**config.mk**
```make
export PLATFORM = sky130hd
export DESIGN_NAME = axi4s_prbs_ctrl
export DESIGN_NICKNAME = d
export VERILOG_FILES = /design/src/rtl/lfsr_pkg.sv /design/src/rtl/axi4s_prbs_rx_monitor.sv /design/src/rtl/axi4s_prbs_ctrl.sv
export SDC_FILE = /design/constraint.sdc
export NUM_CORES = 1
export LEC_CHECK = 0
export BUFFER_PORTS_ARGS = -buffer_cell sky130_fd_sc_hd__buf_2
export CAP_MARGIN = 25
export CELL_PAD_IN_SITES_DETAIL_PLACEMENT = 1
export CELL_PAD_IN_SITES_GLOBAL_PLACEMENT = 1
export CORE_MARGIN = 2
export CORE_UTILIZATION = 35
export DETAILED_ROUTE_END_ITERATION = 16
export PLACE_DENSITY_LB_ADDON = 0.1
export SYNTH_ARGS = -nofsm -noshare
export SYNTH_HDL_FRONTEND = slang
export SYNTH_SLANG_ARGS = --single-unit
```
**constraint.sdc**
```tcl
create_clock -name aclk -period 9.5 [get_ports aclk]
set_clock_uncertainty 0.2 [all_clocks]
set_input_delay 2.85 -clock aclk [delete_from_list [all_inputs] [get_ports aclk]]
set_output_delay 2.85 -clock aclk [all_outputs]
set_load 0.005 [all_outputs]
```
**src/rtl/lfsr_pkg.sv**
```systemverilog
`default_nettype none
// ============================================================================
// Module   : lfsr_pkg
// Purpose  : Shared types and helpers for the PRBS link-test blocks.
// Revision : 1.0
// ============================================================================
package lfsr_pkg;

   localparam logic [1:0] ST_IDLE  = 2'd0;
   localparam logic [1:0] ST_RUN   = 2'd1;
   localparam logic [1:0] ST_DRAIN = 2'd2;

   typedef enum logic [1:0] {
      IDLE  = ST_IDLE,
      RUN   = ST_RUN,
      DRAIN = ST_DRAIN
   } prbs_ctrl_state_t;

   localparam int POP_MAX_W = 64;

   function automatic logic [6:0] popcount(input logic [POP_MAX_W-1:0] v);
      logic [6:0] n;
      n = '0;
      for (int i = 0; i < POP_MAX_W; i++) begin
         n = n + {6'd0, v[i]};
      end
      return n;
   endfunction

endpackage
`default_nettype wire

```
**src/rtl/axi4s_prbs_rx_monitor.sv**
```systemverilog
`default_nettype none
// ============================================================================
// Module   : axi4s_prbs_rx_monitor
// Purpose  : Checker-stream monitor: frame alignment check, error/frame counts.
// Revision : 1.0
// ============================================================================
module axi4s_prbs_rx_monitor
   import lfsr_pkg::*;
#(
   parameter int TDATA_WIDTH = 8,
   parameter int LEN_WIDTH   = 16,
   parameter int CNT_WIDTH   = 32
) (
   input  logic                   aclk,
   input  logic                   areset,
   input  logic                   clear,
   input  logic                   enable,
   input  logic [LEN_WIDTH-1:0]   frame_len,
   input  logic                   chk_tvalid,
   input  logic [TDATA_WIDTH-1:0] chk_tdata,
   input  logic                   chk_tlast,
   output logic [CNT_WIDTH-1:0]   rx_frame_cnt,
   output logic [CNT_WIDTH-1:0]   err_beat_cnt,
   output logic [CNT_WIDTH-1:0]   err_bit_cnt,
   output logic                   align_err
);

   localparam logic [CNT_WIDTH-1:0] CNT_MAX = '1;
   localparam logic [CNT_WIDTH-1:0] CNT_ONE = CNT_WIDTH'(1);
   localparam logic [LEN_WIDTH-1:0] LEN_ONE = LEN_WIDTH'(1);

   logic [LEN_WIDTH-1:0] idx_q, idx_d;
   logic [CNT_WIDTH-1:0] rx_frame_cnt_q, rx_frame_cnt_d;
   logic [CNT_WIDTH-1:0] err_beat_cnt_q, err_beat_cnt_d;
   logic [CNT_WIDTH-1:0] err_bit_cnt_q, err_bit_cnt_d;
   logic                 align_err_q, align_err_d;

   logic                 beat;
   logic                 last_exp;
   logic [6:0]           pop;
   logic [CNT_WIDTH:0]   bit_sum;

   always_comb begin
      idx_d          = idx_q;
      rx_frame_cnt_d = rx_frame_cnt_q;
      err_beat_cnt_d = err_beat_cnt_q;
      err_bit_cnt_d  = err_bit_cnt_q;
      align_err_d    = align_err_q;
      beat           = enable & chk_tvalid;
      last_exp       = (idx_q == frame_len - LEN_ONE);
      pop            = popcount(POP_MAX_W'(chk_tdata));
      bit_sum        = {1'b0, err_bit_cnt_q} + (CNT_WIDTH+1)'(pop);
      if (clear) begin
         idx_d          = '0;
         rx_frame_cnt_d = '0;
         err_beat_cnt_d = '0;
         err_bit_cnt_d  = '0;
         align_err_d    = 1'b0;
      end else if (beat) begin
         // Either an early tlast or the expected boundary resyncs the index.
         idx_d = (chk_tlast || last_exp) ? '0 : idx_q + LEN_ONE;
         if (chk_tlast != last_exp) begin
            align_err_d = 1'b1;
         end
         if (chk_tlast && rx_frame_cnt_q != CNT_MAX) begin
            rx_frame_cnt_d = rx_frame_cnt_q + CNT_ONE;
         end
         if (chk_tdata != '0 && err_beat_cnt_q != CNT_MAX) begin
            err_beat_cnt_d = err_beat_cnt_q + CNT_ONE;
         end
         err_bit_cnt_d = bit_sum[CNT_WIDTH] ? CNT_MAX : bit_sum[CNT_WIDTH-1:0];
      end
   end

   always_ff @(posedge aclk or posedge areset) begin
      if (areset) begin
         idx_q          <= '0;
         rx_frame_cnt_q <= '0;
         err_beat_cnt_q <= '0;
         err_bit_cnt_q  <= '0;
         align_err_q    <= 1'b0;
      end else begin
         idx_q          <= idx_d;
         rx_frame_cnt_q <= rx_frame_cnt_d;
         err_beat_cnt_q <= err_beat_cnt_d;
         err_bit_cnt_q  <= err_bit_cnt_d;
         align_err_q    <= align_err_d;
      end
   end

   assign rx_frame_cnt = rx_frame_cnt_q;
   assign err_beat_cnt = err_beat_cnt_q;
   assign err_bit_cnt  = err_bit_cnt_q;
   assign align_err    = align_err_q;

endmodule
`default_nettype wire

```
**src/rtl/axi4s_prbs_ctrl.sv**
```systemverilog
`default_nettype none
// ============================================================================
// Module   : axi4s_prbs_ctrl
// Purpose  : PRBS link-test sequencer (tx framing, drain timer) and monitor.
// Revision : 1.0
// ============================================================================
module axi4s_prbs_ctrl
   import lfsr_pkg::*;
#(
   parameter int TDATA_WIDTH   = 8,
   parameter int LEN_WIDTH     = 16,
   parameter int CNT_WIDTH     = 32,
   parameter int DRAIN_TIMEOUT = 1024
) (
   input  logic                   aclk,
   input  logic                   areset,
   input  logic                   cfg_start,
   input  logic                   cfg_stop,
   input  logic [LEN_WIDTH-1:0]   cfg_frame_len,
   input  logic [CNT_WIDTH-1:0]   cfg_num_frames,
   output logic                   gen_tvalid,
   input  logic                   gen_tready,
   output logic [TDATA_WIDTH-1:0] gen_tdata,
   output logic                   gen_tlast,
   input  logic                   chk_tvalid,
   output logic                   chk_tready,
   input  logic [TDATA_WIDTH-1:0] chk_tdata,
   input  logic                   chk_tlast,
   output logic                   status_busy,
   output logic                   status_done,
   output logic                   status_timeout,
   output logic                   status_align_err,
   output logic [CNT_WIDTH-1:0]   tx_frame_cnt,
   output logic [CNT_WIDTH-1:0]   rx_frame_cnt,
   output logic [CNT_WIDTH-1:0]   err_beat_cnt,
   output logic [CNT_WIDTH-1:0]   err_bit_cnt
);

   localparam int               DCW        = $clog2(DRAIN_TIMEOUT + 1);
   localparam logic [DCW-1:0]   DRAIN_LAST = DCW'(DRAIN_TIMEOUT - 1);
   localparam logic [DCW-1:0]   DCNT_ONE   = DCW'(1);
   localparam logic [LEN_WIDTH-1:0] LEN_ONE = LEN_WIDTH'(1);
   localparam logic [CNT_WIDTH-1:0] CNT_MAX = '1;
   localparam logic [CNT_WIDTH:0]   CNT_ONE_X = (CNT_WIDTH+1)'(1);

   prbs_ctrl_state_t       state_q, state_d;
   logic [LEN_WIDTH-1:0]   frame_len_q, frame_len_d;
   logic [CNT_WIDTH-1:0]   num_frames_q, num_frames_d;
   logic [LEN_WIDTH-1:0]   tx_idx_q, tx_idx_d;
   logic [CNT_WIDTH-1:0]   tx_frame_cnt_q, tx_frame_cnt_d;
   logic                   stop_pending_q, stop_pending_d;
   logic [DCW-1:0]         drain_cnt_q, drain_cnt_d;
   logic                   done_q, done_d;
   logic                   timeout_q, timeout_d;

   logic                   start_acc;
   logic                   tx_hs;
   logic                   last_frame;
   logic [CNT_WIDTH:0]     tx_next_cnt;

   assign gen_tvalid  = (state_q == RUN);
   assign gen_tlast   = gen_tvalid && (tx_idx_q == frame_len_q - LEN_ONE);
   assign gen_tdata   = '0;
   assign chk_tready  = 1'b1;
   assign tx_hs       = gen_tvalid & gen_tready;
   assign start_acc   = (state_q == IDLE) & cfg_start;
   assign tx_next_cnt = {1'b0, tx_frame_cnt_q} + CNT_ONE_X;
   assign last_frame  = (num_frames_q != '0) && (tx_next_cnt == {1'b0, num_frames_q});

   always_comb begin
      state_d        = state_q;
      frame_len_d    = frame_len_q;
      num_frames_d   = num_frames_q;
      tx_idx_d       = tx_idx_q;
      tx_frame_cnt_d = tx_frame_cnt_q;
      stop_pending_d = stop_pending_q;
      drain_cnt_d    = drain_cnt_q;
      done_d         = done_q;
      timeout_d      = timeout_q;
      case (state_q)
         IDLE: begin
            if (cfg_start) begin
               frame_len_d    = (cfg_frame_len == '0) ? LEN_ONE : cfg_frame_len;
               num_frames_d   = cfg_num_frames;
               tx_idx_d       = '0;
               tx_frame_cnt_d = '0;
               stop_pending_d = 1'b0;
               drain_cnt_d    = '0;
               done_d         = 1'b0;
               timeout_d      = 1'b0;
               state_d        = RUN;
            end
         end
         RUN: begin
            if (cfg_stop) begin
               stop_pending_d = 1'b1;
            end
            if (tx_hs) begin
               if (gen_tlast) begin
                  tx_idx_d = '0;
                  if (tx_frame_cnt_q != CNT_MAX) begin
                     tx_frame_cnt_d = tx_next_cnt[CNT_WIDTH-1:0];
                  end
                  // A stop arriving on the closing beat ends the run here.
                  if (last_frame || stop_pending_q || cfg_stop) begin
                     state_d     = DRAIN;
                     drain_cnt_d = '0;
                  end
               end else begin
                  tx_idx_d = tx_idx_q + LEN_ONE;
               end
            end
         end
         DRAIN: begin
            if (rx_frame_cnt == tx_frame_cnt_q) begin
               state_d = IDLE;
               done_d  = 1'b1;
            end else if (drain_cnt_q == DRAIN_LAST) begin
               state_d   = IDLE;
               done_d    = 1'b1;
               timeout_d = 1'b1;
            end else if (chk_tvalid) begin
               drain_cnt_d = '0;
            end else begin
               drain_cnt_d = drain_cnt_q + DCNT_ONE;
            end
         end
         default: state_d = IDLE;
      endcase
   end

   always_ff @(posedge aclk or posedge areset) begin
      if (areset) begin
         state_q        <= IDLE;
         frame_len_q    <= '0;
         num_frames_q   <= '0;
         tx_idx_q       <= '0;
         tx_frame_cnt_q <= '0;
         stop_pending_q <= 1'b0;
         drain_cnt_q    <= '0;
         done_q         <= 1'b0;
         timeout_q      <= 1'b0;
      end else begin
         state_q        <= state_d;
         frame_len_q    <= frame_len_d;
         num_frames_q   <= num_frames_d;
         tx_idx_q       <= tx_idx_d;
         tx_frame_cnt_q <= tx_frame_cnt_d;
         stop_pending_q <= stop_pending_d;
         drain_cnt_q    <= drain_cnt_d;
         done_q         <= done_d;
         timeout_q      <= timeout_d;
      end
   end

   axi4s_prbs_rx_monitor #(
      .TDATA_WIDTH (TDATA_WIDTH),
      .LEN_WIDTH   (LEN_WIDTH),
      .CNT_WIDTH   (CNT_WIDTH)
   ) u_rx_monitor (
      .aclk         (aclk),
      .areset       (areset),
      .clear        (start_acc),
      .enable       (state_q != IDLE),
      .frame_len    (frame_len_q),
      .chk_tvalid   (chk_tvalid),
      .chk_tdata    (chk_tdata),
      .chk_tlast    (chk_tlast),
      .rx_frame_cnt (rx_frame_cnt),
      .err_beat_cnt (err_beat_cnt),
      .err_bit_cnt  (err_bit_cnt),
      .align_err    (status_align_err)
   );

   assign status_busy    = (state_q != IDLE);
   assign status_done    = done_q;
   assign status_timeout = timeout_q;
   assign tx_frame_cnt   = tx_frame_cnt_q;

endmodule
`default_nettype wire

```
==> impl_metrics.env, run 1 <==
export IMPL_status="complete, no violations"
export IMPL_antenna_found_initial=7
export IMPL_ys_ff_latch=225
export IMPL_cp_common_cell="fa_1"
export IMPL_cts_reportedPaths_clkPinSlew_ns=0.06
export IMPL_syn_to_final_growth_pct=16.7
export IMPL_drtPass1Iterations=6
export IMPL_fin_crit_sh_pct=77.6
export IMPL_slew_limit_headroom_pct=37.2
export IMPL_synth_top_family_by_area="simple AND/OR/NAND/NOR gates"
export IMPL_crit_fanout=11
export IMPL_ctsRootBufferMaster="clkbuf_16"
export IMPL_cts_tree="built"
export IMPL_ant_nets=0
export IMPL_tightest_slew_ns=0.941
export IMPL_drt_iter0_drc=561
export IMPL_p_per_area_nw_per_um2=230
export IMPL_synthAdderAreaFrac_pct=2.18
export IMPL_cts_htree_levels=1
export IMPL_wl_per_cell_um=20.2
export IMPL_cp_num_buf_inv=3
export IMPL_synth_cell_types=74
export IMPL_synth_warnings=0
export IMPL_routed_top_layer="met5"
export IMPL_finalSetupViolations=0
export IMPL_fmax_mhz=136
export IMPL_wl_um=46900
export IMPL_dr_wl_met2_um=21200
export IMPL_drc=0
export IMPL_gr_usage_all_layers_pct=23.0
export IMPL_finalCriticalPeriod_ns=7.37
export IMPL_cts_buffers=29
export IMPL_cts_resized=0
export IMPL_rsz0062_at_grt="false"
export IMPL_synth_enable_flop_cells=0
export IMPL_die_w_um=202
export IMPL_crit_chain="buf_2 -> inv_1 -> ha_1 -> inv_1 -> fa_1 -> fa_1 -> fa_1 -> fa_1 -> xnor2_1 -> ha_1 -> nor2b_1 -> o21ai_0 -> a21oi_1 -> nand2_1 -> nor2_1 -> a21oi_1 -> nand2_1 -> o22ai_1 -> nor2_1"
export IMPL_coreArea_um2=38700
export IMPL_fp_dieH_um=202
export IMPL_setup_ws_ns=2.13
export IMPL_clkLatencyLatePin_ns=0.57
export IMPL_p_leak_uw=0.00767
export IMPL_overflow=0
export IMPL_ys_seq_area_share_pct=40.9
export IMPL_syn_area_um2=13800
export IMPL_ir_drop_uv=94.3
export IMPL_pin_count=206
export IMPL_reg2reg_setup_slack_ns=4.75
export IMPL_dr_wl_met3_um=2160
export IMPL_dp_hpwl_um=33700
export IMPL_place_ws_ns=1.56
export IMPL_r2r_end="drain_cnt_q[8]$_DFFE_PP0P_"
export IMPL_hold_end="drain_cnt_q[10]$_DFFE_PP0P_"
export IMPL_hold_buffers=0
export IMPL_rr_startpoint="tx_frame_cnt[4]$_DFFE_PP0P_"
export IMPL_wl_met1_um=22600
export IMPL_grt_max_degree=140
export IMPL_start_util_pct=35.6
export IMPL_synth_compound_area_share_pct=12.7
export IMPL_crit_family="adder cells"
export IMPL_cp_required_ns=9.71
export IMPL_cp_depth=19
export IMPL_synth_xor_area_share_pct=11.4
export IMPL_postSynthCellCount=1642
export IMPL_start_kind="primary input"
export IMPL_place_detailed_instances=2266
export IMPL_io_buffer_count=196
export IMPL_synthMuxAreaShare_pct=0.954
export IMPL_avgSynthCellArea_um2=8.39
export IMPL_grt_pass1_vias=12942
export IMPL_fin_setup_tns_ns=0
export IMPL_post_cts_setup_buffers=0
export IMPL_hp_start="drain_cnt_q[10]$_DFFE_PP0P_"
export IMPL_cts_sinks=225
export IMPL_max_clock_path_buffers=3
export IMPL_row_count=72
export IMPL_cp_end_kind="flop"
export IMPL_critPathKind="in2reg"
export IMPL_hold_slack_ns=0.299
export IMPL_multi_input_area_um2=7540
export IMPL_arrival_ns=7.58
export IMPL_async_flop_share_pct=100
export IMPL_cap_violations=0
export IMPL_max_stage_delay_ns=0.74
export IMPL_slew_violations=0
export IMPL_cpMaxStageDelayCell="a21oi_1"
export IMPL_gp_congestion=0.814
export IMPL_via_per_inst=5.43
export IMPL_vias=12609
export IMPL_hold_depth=2
export IMPL_fillers=4691
export IMPL_drive_gt1_share_pct=15.4
export IMPL_nNetsFinal=1863
export IMPL_grt_pass1_wl_um=75700
export IMPL_ys_flop_type="dfrtp_1"
export IMPL_final_hold_viol_count=0
export IMPL_regArea_um2=5630
export IMPL_die_area_um2=41000
export IMPL_min_delay_path_class="reg2reg"
export IMPL_stdcell_count=2320
export IMPL_synth_simple_gate_area_share_pct=27.3
export IMPL_rr_worst_depth=10
## per-stage QoR
step | cell area [µm²] | power [µW] | util (%)
floorplan | 13800 | 2160 | -
global placement | 15000 | 2520 | 38.8
detailed placement | 15100 | 2560 | 38.9
CTS | 16100 | 3740 | 41.5
global route | 16100 | 3940 | 41.5
finish | 16100 | 3700 | 41.5
## registers in the layout, summed over array words and instances, names as in the netlist, 2 cells and up
signal,count
u_rx_monitor.idx_q,16
u_rx_monitor.rx_frame_cnt,32
tx_idx_q,16
frame_len_q,16
state_q,2
drain_cnt_q,11
tx_frame_cnt,32
u_rx_monitor.err_beat_cnt,32
num_frames_q,32
u_rx_monitor.err_bit_cnt,32
## layout by cell type (no fill, tap or decap), types with 24 or more instances in the layout
| master | count |
|---|---|
| nand4_1 | 39 |
| buf_2 | 196 |
| xor2_1 | 99 |
| nand2_1 | 307 |
| o31ai_1 | 27 |
| or3_1 | 24 |
| o21ai_0 | 82 |
| a31oi_1 | 25 |
| nor2_1 | 129 |
| xnor2_1 | 77 |
| clkbuf_16 | 29 |
| a21oi_1 | 64 |
| nor3_1 | 32 |
| inv_1 | 42 |
| nand3_1 | 81 |
| and3_1 | 46 |
| dfrtp_1 | 225 |
| nor4_1 | 32 |
## synthesized netlist by cell type (all sizes together) (3+ instances only)
library cell,instances,area [µm²]
nor2,129,484
xor2,99,867
clkbuf,82,308
buf,25,165
a211oi,6,45.0
nand2b,9,56.3
a41oi,4,35.0
dfrtp,225,5630
nor4bb,3,30.0
ha,16,200
o21a,4,30.0
or4,13,101
or3,24,150
a21oi,64,320
o31ai,27,203
nand4,39,244
nand2,309,1170
fa,5,100
or2,13,81.3
nand3,81,405
o41ai,3,26.3
and4,17,149
o21ai,84,420
o2111ai,3,26.3
inv,43,161
nor3,33,170
o311ai,4,35.0
o211ai,4,30.0
and3,46,288
a22o,13,114
nor4,34,234
xnor2,77,674
nor2b,8,50.1
mux2i,12,120
a311oi,8,70.1
a21o,6,45.0
a31oi,25,156
and2,15,93.8
## final cells by class
type | count | share of cell area, %
Antenna cell | 1 | 0.0156
Clock buffer | 45 | 5.45
Clock inverter | 8 | 0.740
Inverter | 43 | 1.05
Multi-Input combinational cell | 1274 | 46.9
Sequential cell | 225 | 35.0
Tap cell | 518 | 4.03
Timing Repair Buffer | 206 | 6.72
## worst register-to-register path, cell delays in order, from the launching register on
cell	delay (ns)
dfrtp_1	0.60
nand4_1	0.65
nor3_1	0.61
buf_4	0.25
a41oi_1	0.13
or4_1	0.55
nor4_1	0.36
nand4b_1	0.19
o211ai_1	0.60
nand2_4	0.20
a22o_1	0.29
## where the power goes
group,internal (µW),leakage [µW],switching [µW]
clock,710,0.000493,450
combinational,459,0.00417,685
sequential,1130,0.00301,264
total,2300,0.00767,1400
## metal layers
metal | GRT usage (%) | up-vias
li1 | - | 5985
met1 | 32.6 | 6322
met2 | 36.6 | 233
met3 | 4.32 | 57
met4 | 4.77 | 12
met5 | 0 | -
## worst max-delay path by stage
stage	start	endpoint
5_1_grt	chk_tdata[0]	u_rx_monitor.err_bit_cnt[17]$_DFFE_PP0P_
2_1_floorplan	areset	drain_cnt_q[0]$_DFFE_PP0P_
3_3_place_gp	chk_tdata[0]	u_rx_monitor.err_bit_cnt[17]$_DFFE_PP0P_
3_5_place_dp	chk_tdata[0]	u_rx_monitor.err_bit_cnt[13]$_DFFE_PP0P_
4_1_cts	chk_tdata[0]	u_rx_monitor.err_bit_cnt[16]$_DFFE_PP0P_
6_report	chk_tdata[0]	u_rx_monitor.err_bit_cnt[17]$_DFFE_PP0P_
## logic make-up (layout without fill, tap and decap cells)
| logic type | count (synthesis) | count (layout) |
|---|---|---|
| AND/OR/NAND/NOR | 779 | 779 |
| AO/OA/AOI/OAI | 275 | 275 |
| flip-flops | 225 | 225 |
| XOR/XNOR | 177 | 177 |
| buffers and inverters | 150 | 302 |
| adder cells (fa/ha/maj) | 21 | 21 |
| multiplexers | 13 | 13 |
| other | 2 | 10 |
(Power assumes the default switching activity.)
==> run 2, diff against run 1 <==
==> constraint.sdc (replaced) <==
create_clock -name aclk -period 7.6 [get_ports aclk]
set_clock_uncertainty 0.2 [all_clocks]
set_input_delay 2.28 -clock aclk [delete_from_list [all_inputs] [get_ports aclk]]
set_output_delay 2.28 -clock aclk [all_outputs]
set_load 0.005 [all_outputs]
==> run 2 against run 1 <==
Against the previous run:
- die area is the same
- critical path type is now reg2out
- first-iteration DRC count rose by 11%
- routed wire length grew 0.25%
- flip-flop and latch count is the same
- largest cell class unchanged
==> impl_metrics.env, run 2 (same netlist as run 1, synthesis figures left out) <==
export IMPL_p_comb_share_pct=31.7
export IMPL_rr_worst_depth=9
export IMPL_crit_fanout=14
export IMPL_min_delay_path_class="reg2reg"
export IMPL_cts_htree_levels=1
export IMPL_cts_resized=0
export IMPL_cts_buffers=28
export IMPL_status="complete, no violations"
export IMPL_internal_power_uw=2780
export IMPL_ant_nets=0
export IMPL_ir_drop_uv=181
export IMPL_gr_usage_all_layers_pct=23.1
export IMPL_critPathKind="reg2out"
export IMPL_rr_startpoint="tx_frame_cnt[4]$_DFFE_PP0P_"
export IMPL_seqPwrFrac_pct=38.6
export IMPL_row_count=72
export IMPL_tightest_slew_ns=0.928
export IMPL_start_util_pct=35.6
export IMPL_clkLatencyLatePin_ns=0.56
export IMPL_start_kind="flop"
export IMPL_via_per_inst=5.47
export IMPL_fmax_mhz=151
export IMPL_fp_dieH_um=202
export IMPL_cp_required_ns=5.12
export IMPL_post_cts_setup_buffers=0
export IMPL_arrival_ns=4.15
export IMPL_cts_sinks=225
export IMPL_wl_um=47100
export IMPL_final_common_cell="nand2_1"
export IMPL_io_buffer_count=196
export IMPL_grt_max_degree=138
export IMPL_layout_common_cells="nand2_1, dfrtp_1, buf_2"
export IMPL_drive_gt1_share_pct=15.6
export IMPL_multi_input_area_um2=7540
export IMPL_dp_hpwl_um=34100
export IMPL_fin_setup_tns_ns=0
export IMPL_sw_frac_of_total_pct=38.4
export IMPL_slew_violations=0
export IMPL_finalCriticalPeriod_ns=6.63
export IMPL_place_ws_ns=0.385
export IMPL_gp_congestion=0.828
export IMPL_cap_violations=0
export IMPL_reg2reg_setup_slack_ns=2.83
export IMPL_max_clock_path_buffers=3
export IMPL_die_w_um=202
export IMPL_slew_limit_headroom_pct=38.2
export IMPL_vias=12719
export IMPL_p_leak_uw=0.00767
export IMPL_regArea_um2=5630
export IMPL_finalSetupViolations=0
export IMPL_drtPass1Iterations=5
export IMPL_p_switching_uw=1740
export IMPL_wl_per_cell_um=20.2
export IMPL_fin_crit_sh_pct=87.3
export IMPL_p_per_area_nw_per_um2=282
export IMPL_rsz0062_at_grt="false"
export IMPL_ctsRootBufferMaster="clkbuf_16"
export IMPL_drt_iter0_drc=622
export IMPL_setup_ws_ns=0.968
export IMPL_final_hold_viol_count=0
export IMPL_cts_reportedPaths_clkPinSlew_ns=0.06
export IMPL_pin_count=206
export IMPL_clkPwrFrac_pct=29.7
export IMPL_cts_tree="built"
export IMPL_fillers=4694
export IMPL_coreArea_um2=38700
export IMPL_antenna_found_initial=7
export IMPL_syn_to_final_growth_pct=16.5
export IMPL_hold_slack_ns=0.296
export IMPL_grt_pass1_vias=12961
export IMPL_crit_path_start="frame_len_q[7]$_DFFE_PP0P_"
export IMPL_cp_endpoint="gen_tlast"
export IMPL_grt_pass1_wl_um=75600
export IMPL_hold_buffers=0
export IMPL_cp_end_kind="output port"
export IMPL_overflow=0
export IMPL_nNetsFinal=1869
export IMPL_r2r_end="drain_cnt_q[5]$_DFFE_PP0P_"
export IMPL_drc=0
export IMPL_die_area_um2=41000
-- run 2: cell types whose count changed in the layout (fill, tap and decap cells not counted) --
cell / before / now
clkinv_8: 0 / 1
diode_2: 1 / 2
buf_4: 7 / 14
clkinv_2: 4 / 3
clkinvlp_4: 0 / 1
clkbuf_8: 9 / 12
clkbuf_1: 7 / 6
inv_6: 1 / 0
clkbuf_16: 29 / 28
inv_8: 1 / 0
bufinv_16: 3 / 0
-- run 2: worst min-delay path by stage --
stage                                      startpoint  cells past startpoint  slack (ns)                          end
after floorplan            drain_cnt_q[1]$_DFFE_PP0P_                      1        0.27   drain_cnt_q[1]$_DFFE_PP0P_
after global placement    drain_cnt_q[10]$_DFFE_PP0P_                      2        0.28  drain_cnt_q[10]$_DFFE_PP0P_
after detailed placement  drain_cnt_q[10]$_DFFE_PP0P_                      2        0.29  drain_cnt_q[10]$_DFFE_PP0P_
after CTS                 drain_cnt_q[10]$_DFFE_PP0P_                      2        0.30  drain_cnt_q[10]$_DFFE_PP0P_
after global routing      drain_cnt_q[10]$_DFFE_PP0P_                      2        0.33  drain_cnt_q[10]$_DFFE_PP0P_
final                     drain_cnt_q[10]$_DFFE_PP0P_                      2        0.30  drain_cnt_q[10]$_DFFE_PP0P_
-- run 2: routing by layer --
layer,global-route usage [%],vias up,share of wire [%],wire length [µm]
li1,-,6001,-,-
met1,32.6,6386,47,22100
met2,36.9,257,46,21700
met3,4.26,65,5.0,2330
met4,4.46,10,1.9,911
met5,0,-,0.14,67
-- run 2: cell type report --
type / instances / area share [%]
well taps: 518 / 4.04
clock inverters: 4 / 0.195
repair buffers: 213 / 7.06
flip-flops and latches: 225 / 35.1
clock buffers: 46 / 5.54
inverters: 43 / 1.03
multi-input cells: 1274 / 47.0
diodes: 2 / 0.0312
-- run 2: per-stage QoR --
step / area (µm²) / power (µW) / instances / utilization [%]
2_1_floorplan: 13800 / 2700 / 1649 / -
3_3_place_gp: 15100 / 3150 / 2270 / 38.9
3_5_place_dp: 15100 / 3200 / 2272 / 39.0
4_1_cts: 16000 / 4570 / 2322 / 41.4
5_1_grt: 16000 / 4840 / 2323 / 41.4
6_report: 16000 / 4520 / 2325 / 41.4
-- run 2: power groups by stage --
stage          combinational, µW  sequential [µW]  clock (µW)
3_5_place_dp                1440             1760           0
2_1_floorplan               1080             1620           0
5_1_grt                     1630             1790        1420
6_report                    1430             1750        1340
4_1_cts                     1450             1750        1380
3_3_place_gp                1400             1760           0
-- run 2: critical path, stage by stage (launching register included) --
cell	delay [ns]
dfrtp_1	0.54
or4_1	0.74
nor4_1	0.73
mux2_2	0.44
nor4bb_1	0.33
and4_1	0.51
and2_1	0.19
buf_2	0.12
==> run 3, diff against run 2 <==
--- a/config.mk
+++ b/config.mk
@@ -12,7 +12,7 @@
 export CORE_MARGIN = 2
 export CORE_UTILIZATION = 35
 export DETAILED_ROUTE_END_ITERATION = 16
-export PLACE_DENSITY_LB_ADDON = 0.1
+export PLACE_DENSITY = 0.75
 export SYNTH_ARGS = -nofsm -noshare
 export SYNTH_HDL_FRONTEND = slang
 export SYNTH_SLANG_ARGS = --single-unit
==> run 3 against run 2 <==
Against the previous run:
- flip-flop and latch count is the same
- register-to-register slack improved by 0.09 ns
- design area is 0.45% higher
- critical path type unchanged
- combinational power hardly changed
- worst hold slack worse by 0.00061 ns
- fmax down 3.1%
==> impl_metrics.env, run 3 (same netlist as run 1, synthesis figures left out) <==
export IMPL_status="complete, no violations"
export IMPL_met3_usage_pct=3.53
export IMPL_p_comb_share_pct=30.8
export IMPL_syn_to_final_growth_pct=17.0
export IMPL_antenna_found_initial=2
export IMPL_min_delay_path_class="reg2reg"
export IMPL_die_area_um2=41000
export IMPL_grt_pass1_vias=13425
export IMPL_critPathKind="reg2out"
export IMPL_cts_sinks=225
export IMPL_gp_congestion=0.877
export IMPL_p_per_area_nw_per_um2=288
export IMPL_drc=0
export IMPL_pin_count=206
export IMPL_start_kind="flop"
export IMPL_cts_reportedPaths_clkPinSlew_ns=0.06
export IMPL_grt_pass1_wl_um=74700
export IMPL_overflow=0
export IMPL_crit_fanout=14
export IMPL_gr_usage_met1_pct=30.0
export IMPL_post_cts_setup_buffers=0
export IMPL_row_count=72
export IMPL_met2_usage_pct=38.0
export IMPL_max_clock_path_buffers=3
export IMPL_slew_violations=0
export IMPL_finalSetupViolations=0
export IMPL_start_util_pct=35.6
export IMPL_drtPass1Iterations=4
export IMPL_via_per_inst=5.54
export IMPL_fp_dieH_um=202
export IMPL_fin_crit_sh_pct=90.0
export IMPL_clkPwrFrac_pct=31.1
export IMPL_dp_hpwl_um=33700
export IMPL_stdcell_count=2324
export IMPL_slew_limit_headroom_pct=33.2
export IMPL_fin_util_pct=41.6
export IMPL_fmax_mhz=146
export IMPL_ir_drop_uv=158
export IMPL_grt_busiest_layer="met2"
export IMPL_ant_nets=0
export IMPL_gr_usage_all_layers_pct=22.5
export IMPL_finalCriticalPeriod_ns=6.84
export IMPL_cp_required_ns=5.12
export IMPL_final_common_cell="nand2_1"
export IMPL_cts_resized=0
export IMPL_place_detailed_instances=2268
export IMPL_p_leak_uw=0.00770
export IMPL_fillers=4653
export IMPL_rsz0062_at_grt="false"
export IMPL_p_switching_uw=1750
export IMPL_internal_power_uw=2880
export IMPL_io_buffer_count=196
export IMPL_seqPwrFrac_pct=38.1
export IMPL_sw_frac_of_total_pct=37.8
export IMPL_cap_violations=0
export IMPL_die_w_um=202
export IMPL_hold_buffers=0
export IMPL_cts_htree_levels=1
export IMPL_nNetsFinal=1867
export IMPL_vias=12879
export IMPL_grt_max_degree=138
export IMPL_drt_iter0_drc=661
export IMPL_coreArea_um2=38700
export IMPL_cts_buffers=28
export IMPL_wl_um=46200
export IMPL_cp_end_kind="output port"
export IMPL_tightest_slew_ns=1.00
export IMPL_arrival_ns=4.36
export IMPL_drive_gt1_share_pct=15.7
export IMPL_cts_tree="built"
export IMPL_fin_setup_tns_ns=0
export IMPL_layout_common_cells="nand2_1, dfrtp_1, buf_2"
export IMPL_clkLatencyLatePin_ns=0.56
export IMPL_final_hold_viol_count=0
export IMPL_wl_per_cell_um=19.9
export IMPL_ctsRootBufferMaster="clkbuf_16"
run 3: cell types whose count changed in the layout (fill, tap and decap cells not counted):
cell,change
buf_16,+1
buf_4,-2
buf_6,-1
bufinv_16,+4
clkbuf_1,-1
clkbuf_16,+1
clkbuf_8,-6
clkinv_2,+3
clkinv_8,-1
clkinvlp_4,+1
diode_2,-1
inv_6,+1
run 3: path summary, 6_finish.rpt:
check / depth (start not counted) / slack [ns] / startpoint / endpoint
max reg2reg: 9 / 2.92 / frame_len_q[7]$_DFFE_PP0P_ / drain_cnt_q[5]$_DFFE_PP0P_
min in group asynchronous: 2 / 1.51 / areset / num_frames_q[12]$_DFFE_PP0P_
max: 7 / 0.76 / frame_len_q[7]$_DFFE_PP0P_ / gen_tlast
max in group asynchronous: 3 / 4.52 / areset / u_rx_monitor.err_beat_cnt[0]$_DFFE_PP0P_
min reg2reg: 2 / 0.30 / status_done$_DFFE_PP0P_ / status_done$_DFFE_PP0P_
min: 2 / 0.30 / status_done$_DFFE_PP0P_ / status_done$_DFFE_PP0P_
run 3: power by group through the flow:
| stage | Combinational (µW) | Sequential [µW] | Clock, µW |
|---|---|---|---|
| after floorplan | 1080 | 1620 | 0 |
| after global placement | 1350 | 1770 | 0 |
| after detailed placement | 1420 | 1780 | 0 |
| after CTS | 1440 | 1760 | 1470 |
| after global routing | 1610 | 1810 | 1510 |
| final | 1430 | 1770 | 1440 |
run 3: final cells by class:
type                            count  area [µm²]  area share [%]
Antenna cell                        1        2.50          0.0155
Clock buffer                       40         827            5.13
Clock inverter                     12         166            1.03
Inverter                           43         165            1.02
Multi-Input combinational cell   1274        7540            46.8
Sequential cell                   225        5630            34.9
Tap cell                          518         648            4.02
Timing Repair Buffer              211        1130            7.03
run 3: stage by stage:
stage	instance area [µm²]	hold WS [ns]	setup slack (ns)	total power, µW
global placement	15100	0.274	0.506	3120
global route	16100	0.338	0.586	4930
finish	16100	0.295	0.756	4630
floorplan	13800	0.268	0.999	2700
CTS	16100	0.306	0.706	4670
detailed placement	15100	0.290	0.320	3200
run 3: per-layer routing:
layer  wire (µm)  vias to the layer above
met5          13                        -
met1       20500                     6466
met3        2380                       75
li1            -                     5997
met2       22000                      339
met4        1230                        2
run 3: critical path, cell delays in order, from the launching register on:
cell and delay, ns:
dfrtp_1 0.53, or4_1 0.73, nor4_1 0.74, mux2_2 0.43, nor4bb_1 0.46, and4_1 0.58
and2_1 0.20, buf_2 0.11
